[config.mk]
export PLATFORM = sky130hd
export DESIGN_NAME = im_loader
export DESIGN_NICKNAME = d
export VERILOG_FILES = /design/src/rtl/im_loader.sv
export SDC_FILE = /design/constraint.sdc
export NUM_CORES = 1
export LEC_CHECK = 0
export BUFFER_PORTS_ARGS = -buffer_cell sky130_fd_sc_hd__buf_2
export CAP_MARGIN = 40
export CORE_MARGIN = 2
export CORE_UTILIZATION = 55
export DETAILED_ROUTE_END_ITERATION = 10
export PLACE_DENSITY = 0.76
export SETUP_SLACK_MARGIN = 0.02
export SYNTH_ARGS = -nofsm -noshare
export SYNTH_HDL_FRONTEND = slang
export SYNTH_SLANG_ARGS = --single-unit
[constraint.sdc]
create_clock -name clk -period 3.7 [get_ports clk]
set_input_delay 0.37 -clock clk [delete_from_list [all_inputs] [get_ports clk]]
set_output_delay 0.37 -clock clk [all_outputs]
set_load 0.05 [all_outputs]
[src/rtl/im_loader.sv]
// Boot-time program loader: receives length/bytes/checksum, writes the instruction
// memory from address 0, pads the tail with FILL_WORD and releases the core on success.
module im_loader #(
  parameter int unsigned MEMORY_BITS = 8,
  parameter int unsigned MEMORY_SIZE = 256,
  parameter logic [MEMORY_BITS-1:0] FILL_WORD = '0
) (
  input  logic                           clk,
  input  logic                           rst_n,
  input  logic                           in_valid,
  input  logic [MEMORY_BITS-1:0]         in_data,
  output logic                           in_ready,
  output logic                           im_we,
  output logic [$clog2(MEMORY_SIZE)-1:0] im_addr,
  output logic [MEMORY_BITS-1:0]         im_data,
  output logic                           cpu_hold,
  output logic                           done,
  output logic                           error
);

  localparam int unsigned AW = $clog2(MEMORY_SIZE);
  localparam int unsigned CW = AW + 1;
  localparam logic [CW-1:0] SIZE_C = CW'(MEMORY_SIZE);
  localparam logic [CW-1:0] LAST_C = CW'(MEMORY_SIZE - 1);

  typedef enum logic [2:0] {
    S_LEN, S_DATA, S_CSUM, S_FILL, S_DONE, S_ERROR
  } state_t;

  state_t                 state;
  logic [CW-1:0]          n_len;
  logic [CW-1:0]          cnt;
  logic [MEMORY_BITS-1:0] sum;
  logic                   xfer;

  assign xfer = in_valid && in_ready;

  // Loader sequencer; all outputs registered, im_we defaults low every cycle.
  always_ff @(posedge clk or negedge rst_n) begin
    if (!rst_n) begin
      state    <= S_LEN;
      n_len    <= '0;
      cnt      <= '0;
      sum      <= '0;
      in_ready <= 1'b1;
      im_we    <= 1'b0;
      im_addr  <= '0;
      im_data  <= '0;
      cpu_hold <= 1'b1;
      done     <= 1'b0;
      error    <= 1'b0;
    end else begin
      im_we <= 1'b0;
      case (state)
        S_LEN: begin
          if (xfer) begin
            // A zero length byte encodes a full-memory image.
            n_len <= (in_data == '0) ? SIZE_C : CW'(in_data);
            cnt   <= '0;
            sum   <= '0;
            state <= S_DATA;
          end
        end
        S_DATA: begin
          if (xfer) begin
            im_we   <= 1'b1;
            im_addr <= cnt[AW-1:0];
            im_data <= in_data;
            sum     <= sum + in_data;
            cnt     <= cnt + CW'(1);
            if (cnt + CW'(1) == n_len) state <= S_CSUM;
          end
        end
        S_CSUM: begin
          if (xfer) begin
            in_ready <= 1'b0;
            if (in_data == sum) begin
              state <= (n_len == SIZE_C) ? S_DONE : S_FILL;
            end else begin
              error <= 1'b1;
              state <= S_ERROR;
            end
          end
        end
        S_FILL: begin
          // cnt already equals N on entry, so padding continues from there.
          im_we   <= 1'b1;
          im_addr <= cnt[AW-1:0];
          im_data <= FILL_WORD;
          cnt     <= cnt + CW'(1);
          if (cnt == LAST_C) state <= S_DONE;
        end
        S_DONE: begin
          in_ready <= 1'b0;
          done     <= 1'b1;
          cpu_hold <= 1'b0;
        end
        S_ERROR: begin
          in_ready <= 1'b0;
          error    <= 1'b1;
          cpu_hold <= 1'b1;
        end
        default: state <= S_LEN;
      endcase
    end
  end

endmodule
== After elaboration in Yosys (flattened, before gate mapping) ==
Index checks and enable logic that the tools add are counted.
Cells by class
  $add $sub $neg: 2
  eq/ne operators: 15
  muxes and demuxes: 27
  bitwise operators: 1
  reduce and logical (&&, ||, !) cells: 17
Operator list (count)
  one-hot mux 8 bit (2 select lines): 3
  two-way mux 8 bit: 4
  two-way mux 9 bit: 3
  one-hot mux 9 bit (3 select lines): 1
  two-way mux 3 bit: 7
  one-hot mux 3 bit (5 select lines): 1
  != test 2 bit (second input constant): 6
  nonzero test 2 bit: 5
  adder 9 x 1 -> 9 bit (second input constant): 1
  equality test 9 x 8 -> 1 bit (second input constant): 1
  equality test 9 bit: 1
  equality test 9 bit (second input constant): 1
  AND reduction 3 bit: 3
  adder 8 bit: 1
  equality test 8 bit: 1
  zero test 8 bit: 1
  one-hot mux 1 bit (2 select lines): 4
  equality test 3 x 2 -> 1 bit (second input constant): 2
  equality test 3 bit (second input constant): 2
  AND reduction 2 bit: 3
  AND reduction 6 bit: 1
  two-way mux 1 bit: 4
  equality test 3 x 1 -> 1 bit (second input constant): 1
  zero test 3 bit: 1
  4 further kinds: 4
Word-level totals
  register bits: 50
  input port bits: 11
  output and inout bits: 21
  word-level logic and storage cells: 73

== Longest topological paths before layout ==
Gate-level depths: netlist of the first run.
  depth after elaboration: 5
  gate-level depth with buffers: 10
  depth with buffers taken out: 10

== Worst setup path before layout of the first run ==
OpenSTA, ideal clock, no wires.
  kind: flip-flop to flip-flop
  start point: reg cnt[0]
  end point: reg state[0]
  setup time: 130 ps
  data arrival time: 2173 ps
  data required time: 3570 ps
  slack: 1396 ps
  stages on the path, launching flop included: 11
  path buffers: 0
  clock period less this slack: 2304 ps
  cell sequence: dfrtp_1 ha_1 nand2_1 nor2_1 and3_1 ha_1 xor2_1 nand3_1 or3_1 o41ai_1 a21oi_1
On the way
  word-level cells in the longest chain between the ends: 4
  elaborated cells between the ends (all ways): 6
  those cells by class: add/sub (1); eq/ne (4); reduce/logical (1)
RTL lines
  start, declared: line 32  | logic [CW-1:0] cnt;
  start signal, assigned: line 70  | cnt <= cnt + CW'(1);
  start signal, assigned: line 90  | cnt <= cnt + CW'(1);
  adder 9 x 1 -> 9 bit: line 71  | if (cnt + CW'(1) == n_len) state <= S_CSUM;
  equality test 9 bit: line 71
  != test 2 bit (no source line)
  AND reduction 6 bit (no source line) (*)
  end signal, assigned: line 78  | state <= (n_len == SIZE_C) ? S_DONE : S_FILL;
  end, declared: line 30  | state_t state;
Every way passes the cells marked *; elsewhere a longest branch is shown, timed or not.
A chain may end at the register's enable or synchronous reset.

== Final worst setup path of the first run ==
Same ends and word-level chain as after synthesis.

==> run metrics, run 1 <==
status=finished clean; Vias/cell=5.69; Longest Clk Path Bufs=2; CP startpoint=cnt[0]$_DFFE_PN0P_; worst-path maximum fanout=7; Slew @ Worst Pin=717 ps; library cells used by synthesis=52; Buffers on Ports=31; P per Cell Area=309 mW/mm^2; DRC=0; RSZ-0062 raised after global routing=false; initial antenna violation count=0; ANT nets after route=0; Post-DP HPWL=4040 um; final period utilization=69.0%; Hold Buf Count CTS=0; largest net degree at the start of global routing=51; Layout area overhead=10.0%; Worst-path clk slew=~100 ps; r2r startpoint=cnt[0]$_DFFE_PN0P_; GP Congestion=0.904; Ports=32; die footprint=roughly 0.0055 mm^2; Hold Fails Final Rpt=0; static leakage=~1.5 nW; Crit path arrival time=2750 ps; final hold slack=between 100 and 150 ps; Starting DRT DRC Count=~140; Final Routed Wirelength=~5700 um; Clock Skew=9.54 ps; Cells after Synth=292; cell family with most CP delay=simple AND/OR/NAND/NOR gates; via count=roughly 2200; first-pass GRT wire length=around 9600 um; die width=around 74 um; HP Class=in2async; Post-synth EDFFs=0; nets=approximately 340; cell at the slowest stage of the critical path=dfrtp_1; Most used DFF post-synth=dfrtp_1; setup TNS=0 ps; TritonCTS Buffers=5; Overall Global Routing Usage=22.7%; Setup-failing EPs final=0; CP Capture Type=register; Worst-Skew Late Latency=~310 ps; drt pass-1 iters=5; wire length per cell=between 10 and 15 um; Max-slew headroom=roughly half; Max Slew Vio Count=0; CP required=between 3000 and 4000 ps; max frequency=391 MHz; Post-Syn Nets=approximately 310; number of H-tree levels=2; clk root buf=clkbuf_8; slowest cell delay on critical path=around 460 ps; cts repair resizes=0; Syn Area/Cell=approximately 9.3 um^2; Top cell by count, worst path=ha_1; vias in the first global route=approximately 2100; row cnt=25; CP Cell Sequence=ha_1 -> nand2_1 -> nor2_1 -> and3_1 -> ha_1 -> xor2_1 -> nand3_1 -> or3_1 -> o41ai_1 -> a21oi_1; share of post-route cells with drive strength above 1=17.9%; MaxCap Viol Count=0; Mapped Area=about 0.0027 mm^2; CTS Sinks=50; worst vdd ir=approximately 230 uV; Remaining Overflow, GRT=0; CP Class=reg2reg; CORE AREA=~0.0048 mm^2; Post-CTS Setup Bufs=0; initial core utilization=a little under three fifths; Final Util=~63%; Overall Power=~920 uW; Fillers=427; CP startpoint kind=register; ys async rst share=100%; worst path bufs/invs=0; Synth Register Bits=50; CTS tree=done; Ys Warns=0; number of diodes=0; Period minus WS final=around 2600 ps; die height=approximately 74 um; Seq/Total Area, Yosys=46.2%
## sequential cells by signal (all words and copies together), names as in the netlist
name,count
done,1
in_ready,1
im_we,1
sum,8
error,1
im_addr,8
im_data,8
n_len,9
cnt,9
cpu_hold,1
state,3
## worst register-to-register path, stage by stage (launching register included)
cell	delay, ps
dfrtp_1	460
ha_1	300
nand2_1	120
nor2_1	180
and3_1	190
ha_1	250
xor2_1	140
nand3_1	80
or3_1	330
o41ai_1	290
a21oi_1	110
## cells by family (layout without fill, tap and decap cells)
group | after synthesis | in the layout | synth area share [%]
compound gates | 55 | 55 | 12.3
xor+xnor | 17 | 17 | 5.76
fa+ha+maj | 10 | 10 | 4.89
buf+inv | 20 | 47 | 3.78
flops | 50 | 50 | 46.2
mux | 9 | 9 | 3.69
simple gates | 131 | 131 | 23.4
## path summary, 6_finish.rpt
check / to / slack (ps) / cells after the start
worst max-delay path: state[0]$_DFFE_PN0P_ / 1150 / 10
worst min-delay path: done$_DFFE_PN0P_ / 140 / 2
worst max register to register: state[0]$_DFFE_PN0P_ / 1150 / 10
worst min register to register: im_addr[4]$_DFFE_PN0P_ / 470 / 2
max in group asynchronous: sum[6]$_DFFE_PN0P_ / 3120 / 2
min in group clk: in_ready$_DFFE_PN1P_ / 300 / 2
## power by group
group	switching (mW)	total (mW)	internal (mW)	leakage (nW)
logic	0.0259	0.0368	0.0108	0.733
registers	0.000990	0.548	0.547	0.674
clock network	0.198	0.338	0.140	0.0502
## routing by layer
metal  part of all wire (%)  GRT usage, %
met3                    4.1          3.93
met2                     47          36.5
met1                     47          30.9
met5                      0             0
met4                    2.0          8.93
## metrics by stage
step,cells,instance area (um^2),setup slack (ps)
floorplan,292,2710,1400
global placement,378,2890,1290
finish,386,2990,1150
global route,386,2990,925
detailed placement,378,2890,1180
CTS,386,2990,1150
## cells in the mapped netlist (all sizes together), types with 2 or more instances
cell,number,area (um^2)
a21o,3,22.5
a21oi,12,60.1
a22o,2,17.5
a31oi,2,12.5
and2,2,12.5
and3,4,25.0
buf,8,57.6
clkbuf,6,22.5
dfrtp,48,1200
dfstp,2,52.6
ha,9,113
inv,6,22.5
mux2,8,90.1
nand2,70,263
nand2b,3,18.8
nand3,15,80.1
nand3b,2,15.0
nand4,2,12.5
nor2,11,48.8
nor3,6,35.0
nor4,6,37.5
o211ai,2,15.0
o21ai,22,110
o31ai,4,30.0
or3,2,12.5
xnor2,10,87.6
xor2,7,68.8
## cell usage in the layout, fill, tap and decap left out, types with 8 or more instances in the layout
| master | n |
|---|---|
| ha_1 | 9 |
| nor2_1 | 10 |
| buf_2 | 31 |
| o21ai_0 | 19 |
| nand2_1 | 70 |
| mux2_2 | 8 |
| xnor2_1 | 10 |
| a21oi_1 | 12 |
| nand3_1 | 14 |
| dfrtp_1 | 48 |
## cell type report
| cell class | instances | area [um^2] | area share, % |
|---|---|---|---|
| well taps | 67 | 83.8 | 2.81 |
| inverters | 6 | 22.5 | 0.754 |
| repair buffers | 33 | 170 | 5.70 |
| clock buffers | 5 | 68.8 | 2.31 |
| multi-input cells | 222 | 1360 | 45.5 |
| flip-flops and latches | 50 | 1250 | 42.0 |
| clock inverters | 3 | 28.8 | 0.964 |
No activity file was read; power rests on OpenSTA's default activity.
==> inputs of run 2 (changes only) <==
--- a/config.mk
+++ b/config.mk
@@ -8,9 +8,9 @@
 export BUFFER_PORTS_ARGS = -buffer_cell sky130_fd_sc_hd__buf_2
 export CAP_MARGIN = 40
 export CORE_MARGIN = 2
-export CORE_UTILIZATION = 55
+export CORE_UTILIZATION = 52
 export DETAILED_ROUTE_END_ITERATION = 10
-export PLACE_DENSITY = 0.76
+export PLACE_DENSITY = 0.75
 export SETUP_SLACK_MARGIN = 0.02
 export SYNTH_ARGS = -nofsm -noshare
 export SYNTH_HDL_FRONTEND = slang
==> constraint.sdc (replaced) <==
create_clock -name clk -period 2.3 [get_ports clk]
set_input_delay 0.23 -clock clk [delete_from_list [all_inputs] [get_ports clk]]
set_output_delay 0.23 -clock clk [all_outputs]
set_load 0.05 [all_outputs]
==> run metrics, run 2 (same netlist as run 1, synthesis figures left out) <==
initial core utilization=53.5%; die footprint=approximately 0.0058 mm^2; commonest non-fill, non-tap cells in the layout=nand2_1 (69), dfrtp_1 (48), buf_2 (31), o21ai_0 (19); wire length per cell=15.1 um; nets=between 300 and 400; Clock Skew=about 9 ps; first-pass GRT wire length=about 11000 um; Worst-path clk slew=roughly 110 ps; CP Class=reg2reg; worst-case reg-to-reg path depth=10; CTS Sinks=50; Period minus WS final=roughly 2200 ps; Overall Global Routing Usage=between 20% and 30%; initial antenna violation count=0; status=finished clean; final hold slack=24.1 ps; CP Capture Type=register; largest net degree at the start of global routing=between 50 and 60; vias in the first global route=2249; Max Slew Vio Count=0; R2R Setup Slk=between 100 and 150 ps; worst vdd ir=between 400 and 500 uV; Top Registers=cnt (9), n_len (9); GP Congestion=0.892; ANT nets after route=0; Ports=32; Slew @ Worst Pin=roughly 640 ps; die width=~76 um; Hold Fails Final Rpt=0; clk root buf=clkbuf_8; drt pass-1 iters=4; Final Routed Wirelength=between 6000 and 7000 um; RSZ-0062 raised after global routing=false; Remaining Overflow, GRT=0; CTS tree=done; number of H-tree levels=2; Layout area overhead=15.1%; CORE AREA=just over 0.005 mm^2; post-route cell area=approximately 0.0031 mm^2; TritonCTS Buffers=5; row cnt=26; DRC=0; Vias/cell=roughly 5.8; number of diodes=0; Starting DRT DRC Count=approximately 130; Crit path arrival time=about 2400 ps; share of post-route cells with drive strength above 1=a little under a quarter; Fillers=437; HP Class=in2async; r2r startpoint=cnt[0]$_DFFE_PN0P_; Max-slew headroom=~57%; worst-path maximum fanout=3; Buffers on Ports=31; Longest Clk Path Bufs=2; MaxCap Viol Count=0; post-placement cell area=0.00298 mm^2; CP startpoint kind=register; max frequency=~460 MHz; P per Cell Area=481 mW/mm^2; die height=76.2 um; Post-DP HPWL=4300 um; via count=approximately 2300; reg2reg end=state[0]$_DFFE_PN0P_; static leakage=between 1.5 and 2 nW; Worst-Skew Late Latency=roughly 310 ps; setup TNS=0 ps; final period utilization=approximately 95%; Setup-failing EPs final=0; most common cell after layout, fill and taps aside=nand2_1; CP required=~2500 ps
==> run 2: through the flow <==
step / utilization [%] / setup slack, ps / std cells / power [mW]
floorplan: - / 49.3 / 292 / 0.918
global placement: 58.8 / 118 / 393 / 0.958
detailed placement: 58.8 / 39.9 / 393 / 0.959
CTS: 60.9 / 43.4 / 401 / 1.52
global route: 61.5 / 21.3 / 401 / 1.55
finish: 61.5 / 109 / 401 / 1.50
==> run 2: area by class of cell <==
type	instances	area [um^2]	share of cell area, %
clock inverters	3	28.8	0.921
repair buffers	45	260	8.33
multi-input cells	222	1400	44.9
clock buffers	5	68.8	2.20
well taps	70	87.6	2.80
inverters	6	22.5	0.721
flip-flops and latches	50	1250	40.1
==> run 2: report_power, final <==
| part | switching [mW] | internal [mW] |
|---|---|---|
| sequential | 0.00149 | 0.880 |
| combinational | 0.0430 | 0.0175 |
| clock | 0.333 | 0.228 |
| total | 0.377 | 1.13 |
==> run 2: how the worst max path moves through the flow <==
| stage | cells after the start | startpoint | slack (ps) | endpoint |
|---|---|---|---|---|
| floorplan | 10 | cnt[0]$_DFFE_PN0P_ | 50 | state[0]$_DFFE_PN0P_ |
| global placement | 10 | cnt[0]$_DFFE_PN0P_ | 120 | state[0]$_DFFE_PN0P_ |
| detailed placement | 10 | cnt[0]$_DFFE_PN0P_ | 40 | state[0]$_DFFE_PN0P_ |
| CTS | 10 | cnt[0]$_DFFE_PN0P_ | 40 | state[0]$_DFFE_PN0P_ |
| global route | 10 | cnt[0]$_DFFE_PN0P_ | 20 | state[0]$_DFFE_PN0P_ |
| finish | 10 | cnt[0]$_DFFE_PN0P_ | 110 | state[0]$_DFFE_PN0P_ |
==> run 2: critical path, cell delays in order, from the launching register on <==
cell,delay (ps)
dfrtp_1,400
ha_2,200
nand2_2,80
nor2_2,50
and3_4,180
ha_4,260
xor2_1,150
nand3_1,100
or3_4,360
o41ai_2,200
a21oi_1,100
==> run 2: layer usage <==
metal	global-route usage [%]	vias up	share of wire (%)
li1	-	1086	-
met1	29.4	1136	45
met2	36.0	72	49
met3	4.38	15	4.4
met4	7.82	0	2.2
met5	0	-	0
==> run 2: what timing repair did <==
action | 4_1_cts | 5_1_grt
endpoints found under the setup margin | 1 | 2
pin swaps | 0 | 1
gates cloned | 0 | 0
hold buffers | 0 | 0
buffers inserted | 0 | 0
gates resized for setup | 1 | 6
==> inputs of run 3 (changes only) <==
--- a/config.mk
+++ b/config.mk
@@ -8,9 +8,9 @@
 export BUFFER_PORTS_ARGS = -buffer_cell sky130_fd_sc_hd__buf_2
 export CAP_MARGIN = 40
 export CORE_MARGIN = 2
-export CORE_UTILIZATION = 52
+export CORE_UTILIZATION = 55
 export DETAILED_ROUTE_END_ITERATION = 10
-export PLACE_DENSITY = 0.75
+export PLACE_DENSITY = 0.76
 export SETUP_SLACK_MARGIN = 0.02
 export SYNTH_ARGS = -nofsm -noshare
 export SYNTH_HDL_FRONTEND = slang
==> constraint.sdc (replaced) <==
create_clock -name clk -period 2.35 [get_ports clk]
set_input_delay 0.235 -clock clk [delete_from_list [all_inputs] [get_ports clk]]
set_output_delay 0.235 -clock clk [all_outputs]
set_load 0.05 [all_outputs]
==> run metrics, run 3 (same netlist as run 1, synthesis figures left out) <==
number of H-tree levels=2; failing checks=negative hold slack; clk root buf=clkbuf_8; Final Routed Wirelength=roughly 6000 um; initial antenna violation count=0; final hold slack=-4.74 ps; share of post-route cells with drive strength above 1=between 20% and 30%; drt pass-1 iters=4; Worst-path clk slew=100 ps; Max-slew headroom=a little under half; status=finished, violations left; max frequency=about 430 MHz; die height=around 74 um; row cnt=25; CP Class=reg2reg; CTS Sinks=50; Buffers on Ports=31; Crit path arrival time=around 2500 ps; Setup-failing EPs final=0; via count=2229; final period utilization=98.0%; die width=74.2 um; vias in the first global route=2114; commonest non-fill, non-tap cells in the layout=nand2_1 (69), dfrtp_1 (48), buf_2 (31), o21ai_0 (19), nand3_1 (14); nets=~350; Overall Global Routing Usage=between 20 and 25%; Slew @ Worst Pin=roughly 790 ps; GP Congestion=about 0.83; Longest Clk Path Bufs=2; Hold Fails Final Rpt=3; number of diodes=0; Overall Power=1.56 mW; Hold Buf Count CTS=0; TritonCTS Buffers=5; DRC=0; die footprint=0.00551 mm^2; Post-CTS Setup Bufs=0; Layout area overhead=15.3%; CTS tree=done; first-pass GRT wire length=slightly above 10000 um; most common cell after layout, fill and taps aside=nand2_1; Ports=32; CORE AREA=around 0.0048 mm^2; largest net degree at the start of global routing=36; ANT nets after route=0; static leakage=around 1.5 nW; CP startpoint kind=register; P per Cell Area=roughly 500 mW/mm^2; Post-DP HPWL=4270 um; initial core utilization=about 57%; worst-path maximum fanout=4; CP required=between 2000 and 3000 ps; HP Class=in2async; MaxCap Viol Count=0; Clock Skew=~8.3 ps; Starting DRT DRC Count=96; Period minus WS final=between 2000 and 2500 ps; worst vdd ir=between 400 and 500 uV; CP Capture Type=register; Worst-Skew Late Latency=310 ps; RSZ-0062 raised after global routing=true; Max Slew Vio Count=0; Remaining Overflow, GRT=0; Vias/cell=between 5 and 6; wire length per cell=15.4 um; Top Registers=cnt (9), n_len (9)
==> run 3: cell count changes in the layout (fill, tap and decap cells not counted) <==
cell / before / now
buf_4: 14 / 12
bufinv_16: 0 / 1
clkinv_4: 1 / 0
clkinvlp_4: 0 / 1
inv_6: 1 / 0
nand2_2: 1 / 0
nand2_4: 0 / 1
==> run 3: final timing paths <==
path / depth (start not counted) / end / startpoint / slack (ps)
worst max register to register: 10 / state[0]$_DFFE_PN0P_ / cnt[0]$_DFFE_PN0P_ / 50
worst min-delay path: 1 / error$_DFFE_PN0P_ / rst_n / -5
worst max-delay path: 10 / state[0]$_DFFE_PN0P_ / cnt[0]$_DFFE_PN0P_ / 50
max in group asynchronous: 2 / cnt[1]$_DFFE_PN0P_ / rst_n / 1700
worst min register to register: 2 / im_addr[3]$_DFFE_PN0P_ / im_addr[3]$_DFFE_PN0P_ / 460
min in group clk: 2 / in_ready$_DFFE_PN1P_ / in_valid / 170
==> run 3: cell type report <==
cell class	instances	area, um^2
Fill cell	412	1630
Multi-Input combinational cell	222	1410
Sequential cell	50	1250
Timing Repair Buffer	43	245
Tap cell	67	83.8
Clock buffer	5	68.8
Clock inverter	3	48.8
Inverter	6	22.5
==> run 3: worst max-delay path, stage by stage (launching register included) <==
cell and delay (ps):
dfrtp_1 370, ha_2 220, nand2_4 60, nor2_2 170
and3_4 220, ha_4 200, xor2_1 130, nand3_1 110
or3_4 350, o41ai_2 270, a21oi_1 100
==> run 3: repair_timing <==
item	in CTS	in global routing
gates resized for setup	0	9
hold endpoints to repair	0	0
endpoints found under the setup margin	0	2
==> run 3: stage by stage <==
step | std cells | util, % | cell area (um^2) | setup slack, ps | setup TNS, ps
after global placement | 388 | 62.3 | 2960 | 109 | 0
after floorplan | 292 | - | 2710 | 46.4 | 0
final | 396 | 65.8 | 3130 | 46.4 | 0
after CTS | 396 | 64.8 | 3080 | 27.5 | 0
after detailed placement | 388 | 62.3 | 2960 | 48.8 | 0
after global routing | 396 | 65.8 | 3130 | -72.7 | -72.7
==> run 3: power breakdown <==
group	internal (mW)	switching (mW)	leakage, nW
combinational	0.0181	0.0425	0.805
clock	0.324	0.311	0.0563
sequential	0.861	0.00159	0.674
==> run 3: routing by layer <==
metal	part of all wire (%)	wire (um)	up-vias	global-route usage [%]
met5	0	0	-	0
met4	1.2	76	0	8.73
met3	5.2	320	5	4.74
met2	49	2960	61	39.4
met1	45	2740	1081	33.3
li1	-	-	1082	-
